===== config.mk =====
export PLATFORM = sky130hd
export DESIGN_NAME = dma_tx_rq_arbiter_flat
export DESIGN_NICKNAME = d
export VERILOG_FILES = /design/src/rtl/dma_tx_rq_arbiter_pkg.sv /design/src/rtl/dma_tx_rq_arbiter_if.sv /design/src/rtl/dma_tx_rq_arbiter_rr_arbiter.sv /design/src/rtl/dma_tx_rq_arbiter.sv /design/src/flat_wrapper.sv
export SDC_FILE = /design/constraint.sdc
export NUM_CORES = 1
export LEC_CHECK = 0
export CAP_MARGIN = 15
export CORE_AREA = 2 2 154 156
export DETAILED_ROUTE_END_ITERATION = 16
export DIE_AREA = 0 0 156 158
export PLACE_DENSITY = 0.74
export SKIP_CTS_REPAIR_TIMING = 1
export SLEW_MARGIN = 20
export SYNTH_ARGS = -nofsm -noshare
export SYNTH_HDL_FRONTEND = slang
export SYNTH_SLANG_ARGS = --single-unit

===== constraint.sdc =====
create_clock -name clk -period 3.6 [get_ports clk]
set_clock_uncertainty 0.15 [all_clocks]
set_input_delay 1.08 -clock clk [delete_from_list [all_inputs] [get_ports clk]]
set_output_delay 1.08 -clock clk [all_outputs]
set_load 0.01 [all_outputs]

===== src/rtl/dma_tx_rq_arbiter_pkg.sv =====
// rtl/dma_tx_rq_arbiter_pkg.sv - shared types and helpers for the TX request arbiter
package dma_tx_arb_pkg;

  localparam int CNT_W = 8;

  typedef enum logic [1:0] {
    ST_IDLE  = 2'd0,
    ST_ISSUE = 2'd1,
    ST_ACK   = 2'd2
  } arb_state_e;

  // Low bit of channel idx inside a flattened bus of width-bit fields, channel 0 at the LSBs.
  function automatic int slice_lo(input int idx, input int width);
    return idx * width;
  endfunction

endpackage


===== src/rtl/dma_tx_rq_arbiter_if.sv =====
// rtl/dma_tx_rq_arbiter_if.sv - engine-side request and completion bundle
interface dma_tx_rq_arbiter_if #(
  parameter int LW = 16,
  parameter int BW = 29,
  parameter int NW = 15,
  parameter int TW = 6
);
  logic          m_rq_valid;
  logic          m_rq_ready;
  logic [LW-1:0] m_rq_loc_addr;
  logic [BW-1:0] m_rq_bus_addr;
  logic [NW-1:0] m_rq_length;
  logic [TW-1:0] m_rq_tag;

  logic          s_rc_valid;
  logic          s_rc_ready;
  logic [TW-1:0] s_rc_tag;

  modport master (
    output m_rq_valid, m_rq_loc_addr, m_rq_bus_addr, m_rq_length, m_rq_tag,
    input  m_rq_ready,
    input  s_rc_valid, s_rc_tag,
    output s_rc_ready
  );

  modport slave (
    input  m_rq_valid, m_rq_loc_addr, m_rq_bus_addr, m_rq_length, m_rq_tag,
    output m_rq_ready,
    output s_rc_valid, s_rc_tag,
    input  s_rc_ready
  );
endinterface


===== src/rtl/dma_tx_rq_arbiter_rr_arbiter.sv =====
// rtl/dma_tx_rq_arbiter_rr_arbiter.sv - combinational round-robin pick starting at ptr_i
module rr_arbiter #(
  parameter int CHANNELS = 4,
  parameter int CH_BITS  = 2
) (
  input  logic [CHANNELS-1:0] req_i,
  input  logic [CH_BITS-1:0]  ptr_i,
  output logic [CHANNELS-1:0] grant_o,
  output logic [CH_BITS-1:0]  idx_o,
  output logic                any_o
);

  logic [CH_BITS-1:0] cand;

  // CHANNELS is a power of two, so the CH_BITS-wide add wraps for free.
  always_comb begin
    grant_o = '0;
    idx_o   = '0;
    any_o   = 1'b0;
    cand    = ptr_i;
    for (int k = 0; k < CHANNELS; k++) begin
      cand = ptr_i + CH_BITS'(k);
      if (!any_o && req_i[cand]) begin
        any_o         = 1'b1;
        idx_o         = cand;
        grant_o[cand] = 1'b1;
      end
    end
  end

endmodule


===== src/rtl/dma_tx_rq_arbiter.sv =====
// rtl/dma_tx_rq_arbiter.sv - shares the TX DMA request port between channels and routes completions back
module dma_tx_rq_arbiter
  import dma_tx_arb_pkg::*;
#(
  parameter int CHANNELS        = 4,
  parameter int CH_BITS         = 2,
  parameter int CH_TAG_BITS     = 4,
  parameter int MAX_OUTSTANDING = 8,
  parameter int RAM_ADDR_WIDTH  = 18,
  parameter int BUS_ADDR_WIDTH  = 32,
  parameter int DATA_BITS       = 3,
  localparam int LW = RAM_ADDR_WIDTH + 1 - DATA_BITS,
  localparam int BW = BUS_ADDR_WIDTH - DATA_BITS,
  localparam int NW = RAM_ADDR_WIDTH - DATA_BITS,
  localparam int TW = CH_BITS + CH_TAG_BITS
) (
  input  logic                            clk,
  input  logic                            rst_n,
  input  logic                            core_ready_i,
  input  logic [CHANNELS-1:0]             ch_enable_i,
  input  logic [CHANNELS-1:0]             s_rq_valid_i,
  output logic [CHANNELS-1:0]             s_rq_ready_o,
  input  logic [CHANNELS*LW-1:0]          s_rq_loc_addr_i,
  input  logic [CHANNELS*BW-1:0]          s_rq_bus_addr_i,
  input  logic [CHANNELS*NW-1:0]          s_rq_length_i,
  input  logic [CHANNELS*CH_TAG_BITS-1:0] s_rq_tag_i,
  dma_tx_rq_arbiter_if.master             eng,
  output logic [CHANNELS-1:0]             ch_rc_valid_o,
  input  logic [CHANNELS-1:0]             ch_rc_ready_i,
  output logic [CH_TAG_BITS-1:0]          ch_rc_tag_o,
  output logic [CHANNELS*CNT_W-1:0]       ch_outstanding_o,
  output logic                            err_underflow_o
);

  arb_state_e           state_q, state_d;
  logic [CH_BITS-1:0]   grant_q;
  logic [CH_BITS-1:0]   rr_ptr_q, rr_ptr_d;
  logic [LW-1:0]        loc_q;
  logic [BW-1:0]        bus_q;
  logic [NW-1:0]        len_q;
  logic [TW-1:0]        tag_q;
  logic [CNT_W-1:0]     cnt_q [CHANNELS];
  logic [CNT_W-1:0]     cnt_d [CHANNELS];
  logic                 err_q, err_d;

  logic [CHANNELS-1:0]    elig;
  logic [CHANNELS-1:0]    arb_grant;
  logic [CH_BITS-1:0]     arb_idx;
  logic                   arb_any;
  logic                   load;
  logic [LW-1:0]          loc_mux;
  logic [BW-1:0]          bus_mux;
  logic [NW-1:0]          len_mux;
  logic [CH_TAG_BITS-1:0] tag_mux;
  logic [CH_BITS-1:0]     rc_ch;
  logic [CHANNELS-1:0]    dec_vec;

  always_comb begin
    elig = '0;
    for (int c = 0; c < CHANNELS; c++) begin
      elig[c] = s_rq_valid_i[c] && ch_enable_i[c] && (cnt_q[c] < CNT_W'(MAX_OUTSTANDING));
    end
  end

  rr_arbiter #(
    .CHANNELS (CHANNELS),
    .CH_BITS  (CH_BITS)
  ) u_rr (
    .req_i   (elig),
    .ptr_i   (rr_ptr_q),
    .grant_o (arb_grant),
    .idx_o   (arb_idx),
    .any_o   (arb_any)
  );

  always_comb begin
    loc_mux = '0;
    bus_mux = '0;
    len_mux = '0;
    tag_mux = '0;
    for (int c = 0; c < CHANNELS; c++) begin
      if (arb_grant[c]) begin
        loc_mux = s_rq_loc_addr_i[slice_lo(c, LW) +: LW];
        bus_mux = s_rq_bus_addr_i[slice_lo(c, BW) +: BW];
        len_mux = s_rq_length_i[slice_lo(c, NW) +: NW];
        tag_mux = s_rq_tag_i[slice_lo(c, CH_TAG_BITS) +: CH_TAG_BITS];
      end
    end
  end

  // Fields are only sampled in IDLE, so a channel whose ready pulses in ACK cannot be granted twice.
  always_comb begin
    state_d  = state_q;
    rr_ptr_d = rr_ptr_q;
    load     = 1'b0;
    case (state_q)
      ST_IDLE: begin
        if (core_ready_i && arb_any) begin
          load    = 1'b1;
          state_d = ST_ISSUE;
        end
      end
      ST_ISSUE: begin
        if (eng.m_rq_ready) state_d = ST_ACK;
      end
      ST_ACK: begin
        rr_ptr_d = grant_q + CH_BITS'(1);
        state_d  = ST_IDLE;
      end
      default: state_d = ST_IDLE;
    endcase
  end

  assign s_rq_ready_o      = (state_q == ST_ACK) ? (CHANNELS'(1) << grant_q) : '0;
  assign eng.m_rq_valid    = (state_q == ST_ISSUE);
  assign eng.m_rq_loc_addr = loc_q;
  assign eng.m_rq_bus_addr = bus_q;
  assign eng.m_rq_length   = len_q;
  assign eng.m_rq_tag      = tag_q;

  // Completion router: purely combinational, the channel number rides in the tag MSBs.
  assign rc_ch          = eng.s_rc_tag[TW-1 -: CH_BITS];
  assign ch_rc_valid_o  = eng.s_rc_valid ? (CHANNELS'(1) << rc_ch) : '0;
  assign ch_rc_tag_o    = eng.s_rc_tag[CH_TAG_BITS-1:0];
  assign eng.s_rc_ready = ch_rc_ready_i[rc_ch];
  assign dec_vec        = ch_rc_valid_o & {CHANNELS{eng.s_rc_ready}};

  always_comb begin
    cnt_d = cnt_q;
    err_d = err_q;
    for (int c = 0; c < CHANNELS; c++) begin
      if (s_rq_ready_o[c] && !dec_vec[c]) begin
        cnt_d[c] = cnt_q[c] + CNT_W'(1);
      end else if (dec_vec[c] && !s_rq_ready_o[c]) begin
        if (cnt_q[c] == '0) err_d = 1'b1;
        else                cnt_d[c] = cnt_q[c] - CNT_W'(1);
      end
    end
  end

  always_ff @(posedge clk or negedge rst_n) begin
    if (!rst_n) begin
      state_q  <= ST_IDLE;
      grant_q  <= '0;
      rr_ptr_q <= '0;
      loc_q    <= '0;
      bus_q    <= '0;
      len_q    <= '0;
      tag_q    <= '0;
      err_q    <= 1'b0;
      for (int c = 0; c < CHANNELS; c++) cnt_q[c] <= '0;
    end else begin
      state_q  <= state_d;
      rr_ptr_q <= rr_ptr_d;
      err_q    <= err_d;
      cnt_q    <= cnt_d;
      if (load) begin
        grant_q <= arb_idx;
        loc_q   <= loc_mux;
        bus_q   <= bus_mux;
        len_q   <= len_mux;
        tag_q   <= {arb_idx, tag_mux};
      end
    end
  end

  always_comb begin
    ch_outstanding_o = '0;
    for (int c = 0; c < CHANNELS; c++) begin
      ch_outstanding_o[slice_lo(c, CNT_W) +: CNT_W] = cnt_q[c];
    end
  end

  assign err_underflow_o = err_q;

endmodule

===== src/flat_wrapper.sv =====
// flat-port wrapper written by rule: the top's interface ports become plain ports
module dma_tx_rq_arbiter_flat import dma_tx_arb_pkg::*;
#(
  parameter int CHANNELS        = 4,
  parameter int CH_BITS         = 2,
  parameter int CH_TAG_BITS     = 4,
  parameter int MAX_OUTSTANDING = 8,
  parameter int RAM_ADDR_WIDTH  = 18,
  parameter int BUS_ADDR_WIDTH  = 32,
  parameter int DATA_BITS       = 3,
  localparam int LW = RAM_ADDR_WIDTH + 1 - DATA_BITS,
  localparam int BW = BUS_ADDR_WIDTH - DATA_BITS,
  localparam int NW = RAM_ADDR_WIDTH - DATA_BITS,
  localparam int TW = CH_BITS + CH_TAG_BITS
)
  (clk, rst_n, core_ready_i, ch_enable_i, s_rq_valid_i, s_rq_ready_o, s_rq_loc_addr_i, s_rq_bus_addr_i, s_rq_length_i, s_rq_tag_i, ch_rc_valid_o, ch_rc_ready_i, ch_rc_tag_o, ch_outstanding_o, err_underflow_o, eng_m_rq_valid, eng_m_rq_loc_addr, eng_m_rq_bus_addr, eng_m_rq_length, eng_m_rq_tag, eng_m_rq_ready, eng_s_rc_valid, eng_s_rc_tag, eng_s_rc_ready);
  dma_tx_rq_arbiter_if eng_i ();
  input  logic clk;
  input  logic rst_n;
  input  logic core_ready_i;
  input  logic [CHANNELS-1:0] ch_enable_i;
  input  logic [CHANNELS-1:0] s_rq_valid_i;
  output logic [CHANNELS-1:0] s_rq_ready_o;
  input  logic [CHANNELS*LW-1:0] s_rq_loc_addr_i;
  input  logic [CHANNELS*BW-1:0] s_rq_bus_addr_i;
  input  logic [CHANNELS*NW-1:0] s_rq_length_i;
  input  logic [CHANNELS*CH_TAG_BITS-1:0] s_rq_tag_i;
  output logic [CHANNELS-1:0] ch_rc_valid_o;
  input  logic [CHANNELS-1:0] ch_rc_ready_i;
  output logic [CH_TAG_BITS-1:0] ch_rc_tag_o;
  output logic [CHANNELS*CNT_W-1:0] ch_outstanding_o;
  output logic err_underflow_o;
  output wire logic [$bits(eng_i.m_rq_valid)-1:0] eng_m_rq_valid;
  output wire logic [$bits(eng_i.m_rq_loc_addr)-1:0] eng_m_rq_loc_addr;
  output wire logic [$bits(eng_i.m_rq_bus_addr)-1:0] eng_m_rq_bus_addr;
  output wire logic [$bits(eng_i.m_rq_length)-1:0] eng_m_rq_length;
  output wire logic [$bits(eng_i.m_rq_tag)-1:0] eng_m_rq_tag;
  input wire logic [$bits(eng_i.m_rq_ready)-1:0] eng_m_rq_ready;
  input wire logic [$bits(eng_i.s_rc_valid)-1:0] eng_s_rc_valid;
  input wire logic [$bits(eng_i.s_rc_tag)-1:0] eng_s_rc_tag;
  output wire logic [$bits(eng_i.s_rc_ready)-1:0] eng_s_rc_ready;
  assign eng_m_rq_valid = eng_i.m_rq_valid;
  assign eng_m_rq_loc_addr = eng_i.m_rq_loc_addr;
  assign eng_m_rq_bus_addr = eng_i.m_rq_bus_addr;
  assign eng_m_rq_length = eng_i.m_rq_length;
  assign eng_m_rq_tag = eng_i.m_rq_tag;
  assign eng_i.m_rq_ready = eng_m_rq_ready;
  assign eng_i.s_rc_valid = eng_s_rc_valid;
  assign eng_i.s_rc_tag = eng_s_rc_tag;
  assign eng_s_rc_ready = eng_i.s_rc_ready;
  dma_tx_rq_arbiter #(.CHANNELS(CHANNELS), .CH_BITS(CH_BITS), .CH_TAG_BITS(CH_TAG_BITS), .MAX_OUTSTANDING(MAX_OUTSTANDING), .RAM_ADDR_WIDTH(RAM_ADDR_WIDTH), .BUS_ADDR_WIDTH(BUS_ADDR_WIDTH), .DATA_BITS(DATA_BITS)) u_core (.clk(clk), .rst_n(rst_n), .core_ready_i(core_ready_i), .ch_enable_i(ch_enable_i), .s_rq_valid_i(s_rq_valid_i), .s_rq_ready_o(s_rq_ready_o), .s_rq_loc_addr_i(s_rq_loc_addr_i), .s_rq_bus_addr_i(s_rq_bus_addr_i), .s_rq_length_i(s_rq_length_i), .s_rq_tag_i(s_rq_tag_i), .eng(eng_i), .ch_rc_valid_o(ch_rc_valid_o), .ch_rc_ready_i(ch_rc_ready_i), .ch_rc_tag_o(ch_rc_tag_o), .ch_outstanding_o(ch_outstanding_o), .err_underflow_o(err_underflow_o));
endmodule

## Yosys cells after proc, flatten, opt, wreduce, memory -nomap -nowiden

Index checks and enable logic that the tools add are counted.

- Input bits: 279
- Word-level logic and storage cells: 177
- Bits in latches: 0
- Memories: 0
- Output and inout bits: 113
- Register bits: 105
- RAM bits: 0
- Bits in read-only memories: 0

- $mul: 0
- Shift-type cells: 2
- Add/subtract/negate cells: 12
- Equality and inequality tests: 8
- Mux-type cells: 77
- Magnitude comparators: 13
- Reductions and logical operators: 49
- Bitwise logic cells: 4
- Div/mod/pow operators: 0

Operators with widths:

| kind | number |
|---|---|
| 29-bit 2-to-1 mux | 4 |
| 8-bit 2-to-1 mux | 12 |
| 16-bit 2-to-1 mux | 4 |
| 15-bit 2-to-1 mux | 4 |
| 4-bit 2-to-1 mux | 10 |
| 8-bit by 1-bit adder with 8-bit output, second input constant | 4 |
| 8-bit zero test | 4 |
| 8-bit by 4-bit < comparator with 1-bit output, second input constant | 4 |
| 8-bit by 1-bit subtractor with 8-bit output, second input constant | 4 |
| 1-bit 2-to-1 mux | 27 |
| 1-bit logical AND | 24 |
| 2-bit by 3-bit < comparator with 1-bit output, second input constant | 5 |
| 2-bit 2-to-1 mux | 6 |
| 2-bit by 1-bit != test with 1-bit output, second input constant | 6 |
| 4-bit OR | 3 |
| 1-bit zero test | 11 |
| 1-bit binary-select mux with 2-bit select | 5 |
| 2-bit AND reduction | 5 |
| 1-bit demux with 2-bit select | 4 |
| 2-bit by 1-bit greater-or-equal comparator with 1-bit output, second input constant | 4 |
| 2-bit nonzero test | 4 |
| 1-bit by 2-bit << shifter with 4-bit output, first input constant | 2 |
| 2-bit by 1-bit adder with 2-bit output, second input constant | 2 |
| 2-bit adder, second input constant | 2 |
| 5 further kinds | 5 |

## Longest topological paths before layout

Gate-level depths: netlist of run 1.

- Depth after elaboration: 18
- Depth in mapped cells: 15
- Depth with buffers taken out: 15

## Cells and area by module

From an unflattened synthesis of run 1, not the netlist that was laid out.

- Cells, all modules: 866
- Area, all modules: 7323.3 um2

By module, submodules not included:

| module | times used | sequential area each (um2) | cells an instance | area each (um2) |
|---|---|---|---|---|
| dma_tx_rq_arbiter | 1 | 2577.5 | 821 | 6904.1 |
| rr_arbiter | 1 | 0.0 | 45 | 419.2 |

## Worst setup path before layout of run 1

No wires, ideal clock.

- Kind: in2reg
- Start: in eng_s_rc_tag[4]
- End: reg u_core.cnt_q, in the netlist u_core.ch_outstanding_o[15]
- Library setup time: 0.126 ns
- Stages: 13
- Setup slack: -0.206 ns
- Arrival time: 3.530 ns
- Path through: mux4_2 -> nand2_1 -> ha_1 -> inv_1 -> ha_1 -> a21o_1 -> a21oi_1 -> nor2b_1 -> o21a_1 -> o41ai_1 -> xnor2_1 -> nor2_1 -> xor2_1

- Word-level cells in the longest chain between the ends: 7
- Elaborated cells on any way between the ends: 12
- Classes of those cells: eq/ne: 1; shift: 1; mux: 4; bitwise: 1; reduce/logical: 5

RTL lines:

| element | line | source |
|---|---|---|
| start: declaration | flat_wrapper.sv:40 | `input wire logic [$bits(eng_i.s_rc_tag)-1:0] eng_s_rc_tag;` |
| 1-bit binary-select mux with 2-bit select or 1-bit by 2-bit << shifter with 4-bit output (tied branches) | dma_tx_rq_arbiter.sv:125, dma_tx_rq_arbiter.sv:123 |  |
| 1-bit 2-to-1 mux (not written as such) or 4-bit 2-to-1 mux (tied branches) | dma_tx_rq_arbiter.sv:125, dma_tx_rq_arbiter.sv:123 |  |
| 4-bit AND (*) | dma_tx_rq_arbiter.sv:126 | `assign dec_vec = ch_rc_valid_o & {CHANNELS{eng.s_rc_ready}};` |
| 1-bit zero test | dma_tx_rq_arbiter.sv:132 | `if (s_rq_ready_o[c] && !dec_vec[c]) begin` |
| 1-bit logical AND | dma_tx_rq_arbiter.sv:132 |  |
| 2-bit by 1-bit != test with 1-bit output (no source line) or 2-bit nonzero test (tied branches) | n/a |  |
| 2-bit AND reduction (no source line) | n/a |  |
| end signal: assignment | dma_tx_rq_arbiter.sv:156 | `cnt_q <= cnt_d;` |
| end: declaration | dma_tx_rq_arbiter.sv:42 | `logic [CNT_W-1:0] cnt_q [CHANNELS];` |

Mark *: on every way between the ends. The rest lies on a longest branch, timed or not. The select of a mux whose other input is x is not followed.
A chain may end at the register's enable or synchronous reset.

## Worst setup path in the final report of run 1

- Start: in eng_s_rc_tag[4]
- End: reg u_core.cnt_q, in the netlist u_core.ch_outstanding_o[23]

Same word-level chain as after synthesis.

==> flow_metrics.env, run 1 <==
export IMPL_netSwitchingPower_w=0.00383
export IMPL_groute_layer_met2_usage_pct=44.2
export IMPL_power_clock_fraction_pct=11.2
export IMPL_max_freq_mhz=279
export IMPL_buffer_ports_inserted=383
export IMPL_switching_share_of_power_pct=40.4
export IMPL_critical_path_class="primary input to register"
export IMPL_synth_top_cell_area_share_pct=33.0
export IMPL_chipWidth_um=156
export IMPL_drive_gt1_share_pct=21.9
export IMPL_firstDrtPassIters=4
export IMPL_syn_area_um2=7800
export IMPL_critPathCaptureType="register"
export IMPL_hpwlAfterDp_um=25300
export IMPL_grt_met1_usage_pct=29.5
export IMPL_hold_path_class="register to register"
export IMPL_yosys_top_cells_count="sky130_fd_sc_hd__dfrtp_1 (103), sky130_fd_sc_hd__o21ai_0 (86), sky130_fd_sc_hd__nand2_1 (52), sky130_fd_sc_hd__inv_1 (47), sky130_fd_sc_hd__nor2b_1 (43)"
export IMPL_tightest_slew_ns=0.628
export IMPL_setup_repair_after_global_routing_missed_its_margin="true"
export IMPL_finalHoldViolations=0
export IMPL_cts_root_to_sink_buffers=2
export IMPL_critical_path_startpoint_type="primary input"
export IMPL_power_per_cell_area_nw_per_um2=664
export IMPL_wire_length_per_cell_um=21.8
export IMPL_internal_power_w=0.00565
export IMPL_clock_tree_htree_level_count=3
export IMPL_drt_drc_violations_left=0
export IMPL_fp_dieH_um=158
export IMPL_postRouteWirelength_um=35900
export IMPL_total_leakage_power_nw=5.83
export IMPL_nets=1673
export IMPL_critical_path_arrival_ns=3.67
export IMPL_cpPeakStageDelay_ns=0.57
export IMPL_syn_num_nets=1192
export IMPL_placementRows=56
export IMPL_synth_warning_count=0
export IMPL_wire_length_of_the_first_global_routing_pass_um=49000
export IMPL_fillers=1867
export IMPL_relSlewSlack_pct=58.1
export IMPL_whs_ns=0.372
export IMPL_floorplan_core_area_um2=23100
export IMPL_pin_count=392
export IMPL_synth_top_area_cell="sky130_fd_sc_hd__dfrtp_1"
export IMPL_start_util_pct=33.8
export IMPL_cts_tree="yes"
export IMPL_power_sequential_fraction_pct=21.6
export IMPL_vias_in_the_first_global_route=8840
export IMPL_worstPathRequired_ns=3.68
export IMPL_asyncSetResetFlopFracSynth_pct=100
export IMPL_met3_usage_pct=7.97
export IMPL_post_synth_top_count_cell="sky130_fd_sc_hd__dfrtp_1"
export IMPL_synth_cells=868
export IMPL_antenna_violating_nets_post_route=0
export IMPL_drv_slew=0
export IMPL_setup_violations_final=0
export IMPL_antenna_found_initial=12
export IMPL_total_overflow_reported_by_the_global_router=0
export IMPL_ir_drop_mv=0.569
export IMPL_cell_chain_of_the_critical_path="buf_8 > mux4_2 > nand2_2 > ha_4 > clkinv_4 > ha_4 > a21o_1 > a21oi_2 > nor2b_1 > o21a_1 > o41a_1 > xnor2_1 > nand2_1 > xnor2_1"
export IMPL_clock_pin_slew_on_the_worst_setup_and_hold_paths_ns=0.07
export IMPL_drt_vias_per_instance=5.56
export IMPL_postSynthRegisterBits=103
export IMPL_drt_initial_drc_count=639
export IMPL_cts_sinks=103
export IMPL_top_usage_layer="met2"
export IMPL_critical_path_peak_fanout=5
export IMPL_track_usage_pct=25.5
export IMPL_cts_buffers_inserted=9
export IMPL_maxCapViolCount=0
export IMPL_post_route_minimum_period_ns=3.59
export IMPL_synthToLayoutAreaGrowth_pct=83.0
export IMPL_synth_top_cells_by_area="sky130_fd_sc_hd__dfrtp_1 (33%), sky130_fd_sc_hd__ha_1 (6.6%), sky130_fd_sc_hd__o21ai_0 (5.5%), sky130_fd_sc_hd__a311oi_2 (4.6%), sky130_fd_sc_hd__a311oi_1 (4.5%)"
export IMPL_count_of_different_cell_masters_after_synthesis=53
export IMPL_combPwrFrac_pct=67.1
export IMPL_insertion_delay_ns=0.35
export IMPL_final_min_period_over_clock_period_pct=99.6
export IMPL_total_vias_in_the_final_route=9176
export IMPL_outcome="completed"
export IMPL_floorplan_die_area_um2=24600
export IMPL_finalPower_w=0.00948
export IMPL_edff_count_synth=0
export IMPL_gp_routability_congestion=0.915
export IMPL_postSynthAreaPerCell_um2=8.99
export IMPL_critical_path_slowest_cell="sky130_fd_sc_hd__mux4_2"
export IMPL_synth_seq_area_share_pct=33.0
export IMPL_clock_root_buffer="sky130_fd_sc_hd__clkbuf_16"
export IMPL_grt_max_degree=62
export IMPL_ys_dominant_reg_cell="sky130_fd_sc_hd__dfrtp_1"
-- power groups by stage --
| stage | clock [W] | sequential (W) | combinational (W) |
|---|---|---|---|
| after CTS | 0.00109 | 0.00203 | 0.00580 |
| after floorplan | 0 | 0.00220 | 0.00278 |
| after detailed placement | 0 | 0.00204 | 0.00577 |
| final | 0.00106 | 0.00205 | 0.00637 |
| after global routing | 0.00113 | 0.00211 | 0.00686 |
| after global placement | 0 | 0.00203 | 0.00564 |
-- worst max-delay path: cells and delay by family --
family / cells / cell delay (ns)
fa+ha+maj: 2 / 0.41
mux: 1 / 0.57
compound gates: 4 / 0.89
simple gates: 3 / 0.27
buf+inv: 2 / 0.15
xor+xnor: 2 / 0.30
-- per-layer routing --
metal / wire (um) / up-vias
met5: 62 / -
met4: 1230 / 10
met3: 2880 / 75
met2: 18100 / 372
met1: 13700 / 4477
li1: - / 4242
-- flip-flops by register name, indices dropped and copies added (netlist names) --
signal,count
u_core.state_q,2
u_core.ch_outstanding_o,32
u_core.eng.m_rq_bus_addr,29
u_core.eng.m_rq_loc_addr,16
u_core.eng.m_rq_length,15
u_core.eng.m_rq_tag,6
u_core.rr_ptr_q,2
u_core.err_underflow_o,1
-- stage by stage --
stage	utilization (%)	setup slack, ns	cell area (um^2)	setup TNS (ns)	std cells
6_report	61.9	0.0132	14300	0	1650
3_3_place_gp	56.5	-0.626	13000	-38.94	1592
3_5_place_dp	56.5	-0.724	13000	-43.12	1592
4_1_cts	57.9	-0.342	13300	-10.52	1608
5_1_grt	61.9	-0.123	14300	-0.158	1649
2_1_floorplan	-	-0.0615	7870	-0.165	868
-- placed cells by master, fill, tap and decap left out, types with 30 or more instances in the layout --
cell                              Yosys  final
sky130_fd_sc_hd__clkdlybuf4s50_1      0    366
sky130_fd_sc_hd__dfrtp_1            103    103
sky130_fd_sc_hd__o21ai_1             36     36
sky130_fd_sc_hd__inv_1               47     43
sky130_fd_sc_hd__nor2b_1             43     42
sky130_fd_sc_hd__a21boi_0            36     31
sky130_fd_sc_hd__buf_4                6    120
sky130_fd_sc_hd__a21boi_1            28     32
sky130_fd_sc_hd__a311oi_1            40     30
sky130_fd_sc_hd__o21ai_0             86     86
sky130_fd_sc_hd__ha_1                41     32
sky130_fd_sc_hd__a311oi_2            24     30
sky130_fd_sc_hd__nand2_1             52     44
sky130_fd_sc_hd__a31oi_1             36     34
-- cells by family (layout without fill, tap and decap cells) --
group	after synthesis	after routing	synth area share, %
buffers and inverters	126	609	7.38
DFF	103	103	33.0
other	0	6	0
muxes	8	8	1.56
and+or+nand+nor	189	191	12.6
adders and majority gates	45	45	7.60
AOI/OAI and AO/OA	366	367	34.3
xor gates and xnor gates	31	31	3.48
-- final cells by class --
type / instances / area (um^2) / area share, %
antenna: 6 / 15.0 / 0.105
timing repair buffer: 546 / 5630 / 39.4
clock inverter: 6 / 76.3 / 0.535
tap: 290 / 363 / 2.54
multi-input combinational: 642 / 5190 / 36.3
clock buffer: 10 / 239 / 1.67
sequential: 103 / 2580 / 18.1
inverter: 47 / 186 / 1.31
-- path summary, 6_finish.rpt --
path                                                  start                     endpoint  slack [ns]  cells past startpoint
max in group asynchronous                             rst_n  u_core.ch_outstanding_o[19]        1.92                      2
worst max-delay path                        eng_s_rc_tag[4]  u_core.ch_outstanding_o[23]        0.01                     14
min in group asynchronous                             rst_n  u_core.eng.m_rq_loc_addr[9]        0.58                      1
worst max register to register  u_core.ch_outstanding_o[30]       u_core.eng.m_rq_tag[0]        0.07                     10
worst min register to register  u_core.ch_outstanding_o[15]  u_core.ch_outstanding_o[15]        0.37                      1
worst min-delay path            u_core.ch_outstanding_o[15]  u_core.ch_outstanding_o[15]        0.37                      1
(Power assumes the default switching activity.)
==> run 2: changes to the inputs <==
--- a/config.mk
+++ b/config.mk
@@ -15,3 +15,4 @@
 export SYNTH_ARGS = -nofsm -noshare
 export SYNTH_HDL_FRONTEND = slang
 export SYNTH_SLANG_ARGS = --single-unit
+export TNS_END_PERCENT = 30
==> run 2 against run 1 <==
Compared with the run above: clock power is essentially flat; sequential share of layout area grew 0.70 points; largest power group unchanged; worst setup slack lost 0.0023 ns; flip-flop and latch count is the same; highest routed layer is now met4; worst hold slack lost 0.014 ns; register-to-register slack gained 0.06 ns; global-route usage shrank 0.13 points.
==> flow_metrics.env, run 2 (same netlist as run 1, synthesis figures left out) <==
export IMPL_outcome="completed"
export IMPL_critical_path_peak_fanout=5
export IMPL_start_util_pct=33.8
export IMPL_fillers=1950
export IMPL_post_route_minimum_period_ns=3.59
export IMPL_finalHoldViolations=0
export IMPL_fp_dieH_um=158
export IMPL_power_per_cell_area_nw_per_um2=659
export IMPL_layout_commonest_cell="sky130_fd_sc_hd__clkdlybuf4s50_1"
export IMPL_drt_initial_drc_count=599
export IMPL_commonest_cells_after_routing_fill_and_taps_aside="sky130_fd_sc_hd__clkdlybuf4s50_1 (366), sky130_fd_sc_hd__buf_4 (108), sky130_fd_sc_hd__dfrtp_1 (103)"
export IMPL_cts_tree="yes"
export IMPL_cts_buffers_inserted=9
export IMPL_endpoint="u_core.ch_outstanding_o[23]"
export IMPL_clock_pin_slew_on_the_worst_setup_and_hold_paths_ns=0.07
export IMPL_vias_in_the_first_global_route=8734
export IMPL_worstPathRequired_ns=3.68
export IMPL_post_route_cell_area_um2=13700
export IMPL_final_min_period_over_clock_period_pct=99.7
export IMPL_whs_ns=0.358
export IMPL_cp_startpoint="eng_s_rc_tag[4]"
export IMPL_dpl_cell_area_um2=13100
export IMPL_nets=1650
export IMPL_hold_path_class="register to register"
export IMPL_wire_length_per_cell_um=20.4
export IMPL_regToRegStartpoint="u_core.ch_outstanding_o[22]"
export IMPL_synthToLayoutAreaGrowth_pct=76.2
export IMPL_insertion_delay_ns=0.34
export IMPL_r2r_slack_ns=0.13
export IMPL_ir_drop_mv=0.570
export IMPL_largest_register_ff_count=32
export IMPL_final_core_utilization_pct=59.6
export IMPL_gp_routability_congestion=0.948
export IMPL_total_vias_in_the_final_route=8965
export IMPL_pin_count=392
export IMPL_total_leakage_power_nw=5.61
export IMPL_critPathCaptureType="register"
export IMPL_drive_gt1_share_pct=19.4
export IMPL_antenna_violating_nets_post_route=0
export IMPL_maxCapViolCount=0
export IMPL_drt_vias_per_instance=5.51
export IMPL_total_overflow_reported_by_the_global_router=0
export IMPL_track_usage_pct=25.4
export IMPL_relSlewSlack_pct=50.2
export IMPL_floorplan_die_area_um2=24600
export IMPL_clock_tree_htree_level_count=3
export IMPL_max_freq_mhz=279
export IMPL_ff2ff_path_depth=10
export IMPL_buffer_ports_inserted=383
export IMPL_drv_slew=0
export IMPL_tightest_slew_ns=0.747
export IMPL_floorplan_core_area_um2=23100
export IMPL_drt_drc_violations_left=0
export IMPL_firstDrtPassIters=9
export IMPL_critical_path_startpoint_type="primary input"
export IMPL_regToRegEndpoint="u_core.eng.m_rq_length[5]"
export IMPL_cts_root_to_sink_buffers=2
export IMPL_critical_path_arrival_ns=3.67
export IMPL_setup_violations_final=0
export IMPL_placementRows=56
export IMPL_critical_path_class="primary input to register"
export IMPL_postRouteWirelength_um=33200
export IMPL_hpwlAfterDp_um=25000
export IMPL_chipWidth_um=156
export IMPL_setup_repair_after_global_routing_missed_its_margin="true"
export IMPL_cts_sinks=103
export IMPL_wire_length_of_the_first_global_routing_pass_um=48700
export IMPL_grt_max_degree=51
export IMPL_antenna_found_initial=6
export IMPL_clock_root_buffer="sky130_fd_sc_hd__clkbuf_16"
-- run 2: worst max-delay path: stages --
cell	delay [ns]
sky130_fd_sc_hd__buf_6	0.08
sky130_fd_sc_hd__mux4_2	0.57
sky130_fd_sc_hd__buf_6	0.16
sky130_fd_sc_hd__nand2_4	0.07
sky130_fd_sc_hd__ha_4	0.14
sky130_fd_sc_hd__inv_4	0.05
sky130_fd_sc_hd__ha_4	0.20
sky130_fd_sc_hd__a21o_1	0.16
sky130_fd_sc_hd__a21oi_2	0.16
sky130_fd_sc_hd__nor2b_1	0.07
sky130_fd_sc_hd__o21a_1	0.19
sky130_fd_sc_hd__o41a_1	0.38
sky130_fd_sc_hd__xnor2_1	0.15
sky130_fd_sc_hd__nand2_1	0.08
sky130_fd_sc_hd__xnor2_1	0.13
-- run 2: stage by stage --
| step | total power [W] | worst slack [ns] | cells | TNS, ns |
|---|---|---|---|---|
| floorplan | 0.00497 | -0.0615 | 868 | -0.226 |
| global placement | 0.00768 | -0.635 | 1594 | -34.92 |
| detailed placement | 0.00781 | -0.737 | 1594 | -38.86 |
| CTS | 0.00888 | -0.355 | 1609 | -6.93 |
| global route | 0.00971 | -0.0837 | 1624 | -0.0920 |
| finish | 0.00905 | 0.0109 | 1626 | 0 |
-- run 2: worst min-delay path by stage --
stage / slack, ns / cells after the start / endpoint / startpoint
detailed placement: 0.33 / 2 / u_core.err_underflow_o / u_core.err_underflow_o
CTS: 0.35 / 2 / u_core.err_underflow_o / u_core.err_underflow_o
global placement: 0.34 / 2 / u_core.err_underflow_o / u_core.err_underflow_o
floorplan: 0.37 / 1 / u_core.ch_outstanding_o[15] / u_core.ch_outstanding_o[15]
global route: 0.38 / 2 / u_core.err_underflow_o / u_core.err_underflow_o
finish: 0.36 / 2 / u_core.err_underflow_o / u_core.err_underflow_o
-- run 2: where the power goes --
part / leakage [nW] / switching, W / total (W) / internal [W]
clock network: 0.149 / 0.000471 / 0.00103 / 0.000558
logic: 4.11 / 0.00272 / 0.00597 / 0.00325
registers: 1.35 / 0.000428 / 0.00205 / 0.00163
total: 5.61 / 0.00362 / 0.00905 / 0.00544
-- run 2: area by class of cell --
type / count / area, um^2 / share of cell area, %
timing repair buffer: 526 / 5350 / 38.9
multi-input combinational: 639 / 4960 / 36.1
sequential: 103 / 2580 / 18.8
tap: 290 / 363 / 2.64
clock buffer: 10 / 239 / 1.74
inverter: 47 / 181 / 1.32
clock inverter: 5 / 57.6 / 0.419
antenna: 6 / 15.0 / 0.109
-- run 2: per-layer routing --
| metal | global-route usage [%] | part of all wire (%) |
|---|---|---|
| met4 | 8.65 | 3.1 |
| met5 | 0 | 0 |
| met2 | 44.2 | 50 |
| met3 | 7.50 | 8.4 |
| met1 | 29.9 | 39 |
==> run 3: changes to the inputs <==
--- a/config.mk
+++ b/config.mk
@@ -7,6 +7,7 @@
 export LEC_CHECK = 0
 export CAP_MARGIN = 15
 export CORE_AREA = 2 2 154 156
+export CTS_CLUSTER_DIAMETER = 50
 export DETAILED_ROUTE_END_ITERATION = 16
 export DIE_AREA = 0 0 156 158
 export PLACE_DENSITY = 0.74
@@ -15,4 +16,4 @@
 export SYNTH_ARGS = -nofsm -noshare
 export SYNTH_HDL_FRONTEND = slang
 export SYNTH_SLANG_ARGS = --single-unit
-export TNS_END_PERCENT = 30
+export TNS_END_PERCENT = 5
==> run 3 against run 2 <==
Compared with the run above: cell count stayed put; worst setup slack better by 0.0046 ns; register-to-register slack hardly changed; cell area hardly changed; critical path type unchanged; non-clock buffer count stayed put; first-iteration DRC count is 4.8% lower; clock-buffer cell count stayed put; sequential power hardly changed; maximum frequency is 0.13% higher; combinational power hardly changed; utilization hardly changed; largest cell class unchanged.
==> flow_metrics.env, run 3 (same netlist as run 1, synthesis figures left out) <==
export IMPL_tightest_slew_ns=0.744
export IMPL_chipWidth_um=156
export IMPL_finalHoldViolations=0
export IMPL_fp_dieH_um=158
export IMPL_post_route_cell_area_um2=13700
export IMPL_internal_power_w=0.00544
export IMPL_insertion_delay_ns=0.34
export IMPL_cts_root_to_sink_buffers=2
export IMPL_largest_register_ff_count=32
export IMPL_wire_length_of_the_first_global_routing_pass_um=48700
export IMPL_total_leakage_power_nw=5.60
export IMPL_maxCapViolCount=0
export IMPL_outcome="completed"
export IMPL_pin_count=392
export IMPL_clock_tree_htree_level_count=3
export IMPL_critical_path_arrival_ns=3.66
export IMPL_critical_path_class="primary input to register"
export IMPL_drv_slew=0
export IMPL_critical_path_startpoint_type="primary input"
export IMPL_cp_startpoint="eng_s_rc_tag[4]"
export IMPL_seq_area_um2=2580
export IMPL_cts_tree="yes"
export IMPL_floorplan_die_area_um2=24600
export IMPL_dpl_cell_area_um2=13100
export IMPL_firstDrtPassIters=5
export IMPL_power_per_cell_area_nw_per_um2=659
export IMPL_power_clock_fraction_pct=11.4
export IMPL_finalPower_w=0.00906
export IMPL_r2r_slack_ns=0.13
export IMPL_track_usage_pct=25.4
export IMPL_antenna_violating_nets_post_route=0
export IMPL_total_overflow_reported_by_the_global_router=0
export IMPL_power_sequential_fraction_pct=22.7
export IMPL_drt_drc_violations_left=0
export IMPL_final_core_utilization_pct=59.6
export IMPL_multiInputGateArea_um2=4960
export IMPL_switching_share_of_power_pct=40.0
export IMPL_antenna_found_initial=6
export IMPL_synthToLayoutAreaGrowth_pct=76.1
export IMPL_critPathCaptureType="register"
export IMPL_endpoint="u_core.ch_outstanding_o[23]"
export IMPL_setup_violations_final=0
export IMPL_worstPathRequired_ns=3.68
export IMPL_start_util_pct=33.8
export IMPL_hpwlAfterDp_um=25000
export IMPL_ir_drop_mv=0.569
export IMPL_post_route_minimum_period_ns=3.58
export IMPL_max_freq_mhz=279
export IMPL_combPwrFrac_pct=65.9
export IMPL_floorplan_core_area_um2=23100
export IMPL_placementRows=56
export IMPL_clock_pin_slew_on_the_worst_setup_and_hold_paths_ns=0.08
export IMPL_layout_commonest_cell="sky130_fd_sc_hd__clkdlybuf4s50_1"
export IMPL_regToRegStartpoint="u_core.ch_outstanding_o[22]"
export IMPL_ff2ff_path_depth=10
export IMPL_grt_max_degree=51
export IMPL_commonest_cells_after_routing_fill_and_taps_aside="sky130_fd_sc_hd__clkdlybuf4s50_1 (366), sky130_fd_sc_hd__buf_4 (109), sky130_fd_sc_hd__dfrtp_1 (103)"
export IMPL_gp_routability_congestion=0.948
export IMPL_hold_path_class="register to register"
export IMPL_setup_repair_after_global_routing_missed_its_margin="true"
export IMPL_relSlewSlack_pct=50.4
export IMPL_drt_initial_drc_count=570
export IMPL_cts_buffers_inserted=9
export IMPL_postRouteWirelength_um=33200
export IMPL_wire_length_per_cell_um=20.4
export IMPL_drt_vias_per_instance=5.51
export IMPL_total_vias_in_the_final_route=8959
export IMPL_nets=1650
export IMPL_fillers=1951
export IMPL_final_min_period_over_clock_period_pct=99.6
export IMPL_vias_in_the_first_global_route=8734
export IMPL_regToRegEndpoint="u_core.eng.m_rq_length[5]"
export IMPL_drive_gt1_share_pct=19.5
export IMPL_netSwitchingPower_w=0.00362
export IMPL_critical_path_peak_fanout=5
export IMPL_buffer_ports_inserted=383
export IMPL_clock_root_buffer="sky130_fd_sc_hd__clkbuf_16"
export IMPL_cts_sinks=103
## run 3: cell count changes in the layout (fill, tap and decap cells not counted), sizes merged
cell          previous run  this run
dlymetal6s2s            11        10
buf                    142       143
## run 3: worst min-delay path by stage
stage / from / endpoint / slack, ns / cells after the start
after floorplan: u_core.ch_outstanding_o[15] / u_core.ch_outstanding_o[15] / 0.37 / 1
after global placement: u_core.err_underflow_o / u_core.err_underflow_o / 0.34 / 2
after detailed placement: u_core.err_underflow_o / u_core.err_underflow_o / 0.33 / 2
after CTS: u_core.err_underflow_o / u_core.err_underflow_o / 0.35 / 2
after global routing: u_core.err_underflow_o / u_core.err_underflow_o / 0.38 / 2
final: u_core.err_underflow_o / u_core.err_underflow_o / 0.36 / 2
## run 3: through the flow
stage                     setup TNS, ns  setup slack, ns  cells  hold WS (ns)
after floorplan                  -0.226          -0.0615    868         0.365
after global placement           -34.92           -0.635   1594         0.336
after detailed placement         -38.86           -0.737   1594         0.331
after CTS                         -6.93           -0.355   1609         0.354
after global routing            -0.0920          -0.0837   1624         0.381
final                                 0           0.0155   1626         0.358
## run 3: area by class of cell
| class | instances | share of cell area, % |
|---|---|---|
| timing repair buffer | 526 | 38.9 |
| multi-input combinational | 639 | 36.1 |
| sequential | 103 | 18.8 |
| tap | 290 | 2.64 |
| clock buffer | 10 | 1.74 |
| inverter | 47 | 1.32 |
| clock inverter | 5 | 0.419 |
| antenna | 6 | 0.109 |
## run 3: critical path, stage by stage
cell	delay [ns]
sky130_fd_sc_hd__buf_6	0.08
sky130_fd_sc_hd__mux4_2	0.57
sky130_fd_sc_hd__buf_6	0.16
sky130_fd_sc_hd__nand2_4	0.07
sky130_fd_sc_hd__ha_4	0.14
sky130_fd_sc_hd__inv_4	0.05
sky130_fd_sc_hd__ha_4	0.20
sky130_fd_sc_hd__a21o_1	0.16
sky130_fd_sc_hd__a21oi_2	0.16
sky130_fd_sc_hd__nor2b_1	0.07
sky130_fd_sc_hd__o21a_1	0.19
sky130_fd_sc_hd__o41a_1	0.38
sky130_fd_sc_hd__xnor2_1	0.15
sky130_fd_sc_hd__nand2_1	0.08
sky130_fd_sc_hd__xnor2_1	0.13
## run 3: metal layers
metal,GRT usage (%),up-vias,wire length [um]
met2,44.2,377,16500
met4,8.65,0,1010
met1,29.9,4341,12900
li1,-,4177,-
met3,7.50,64,2750
met5,0,-,0
## run 3: power by group through the flow
| stage | sequential (W) | clock [W] | combinational [W] |
|---|---|---|---|
| global placement | 0.00203 | 0 | 0.00565 |
| floorplan | 0.00220 | 0 | 0.00277 |
| detailed placement | 0.00205 | 0 | 0.00576 |
| CTS | 0.00204 | 0.00106 | 0.00578 |
| finish | 0.00205 | 0.00103 | 0.00597 |
| global route | 0.00212 | 0.00111 | 0.00649 |
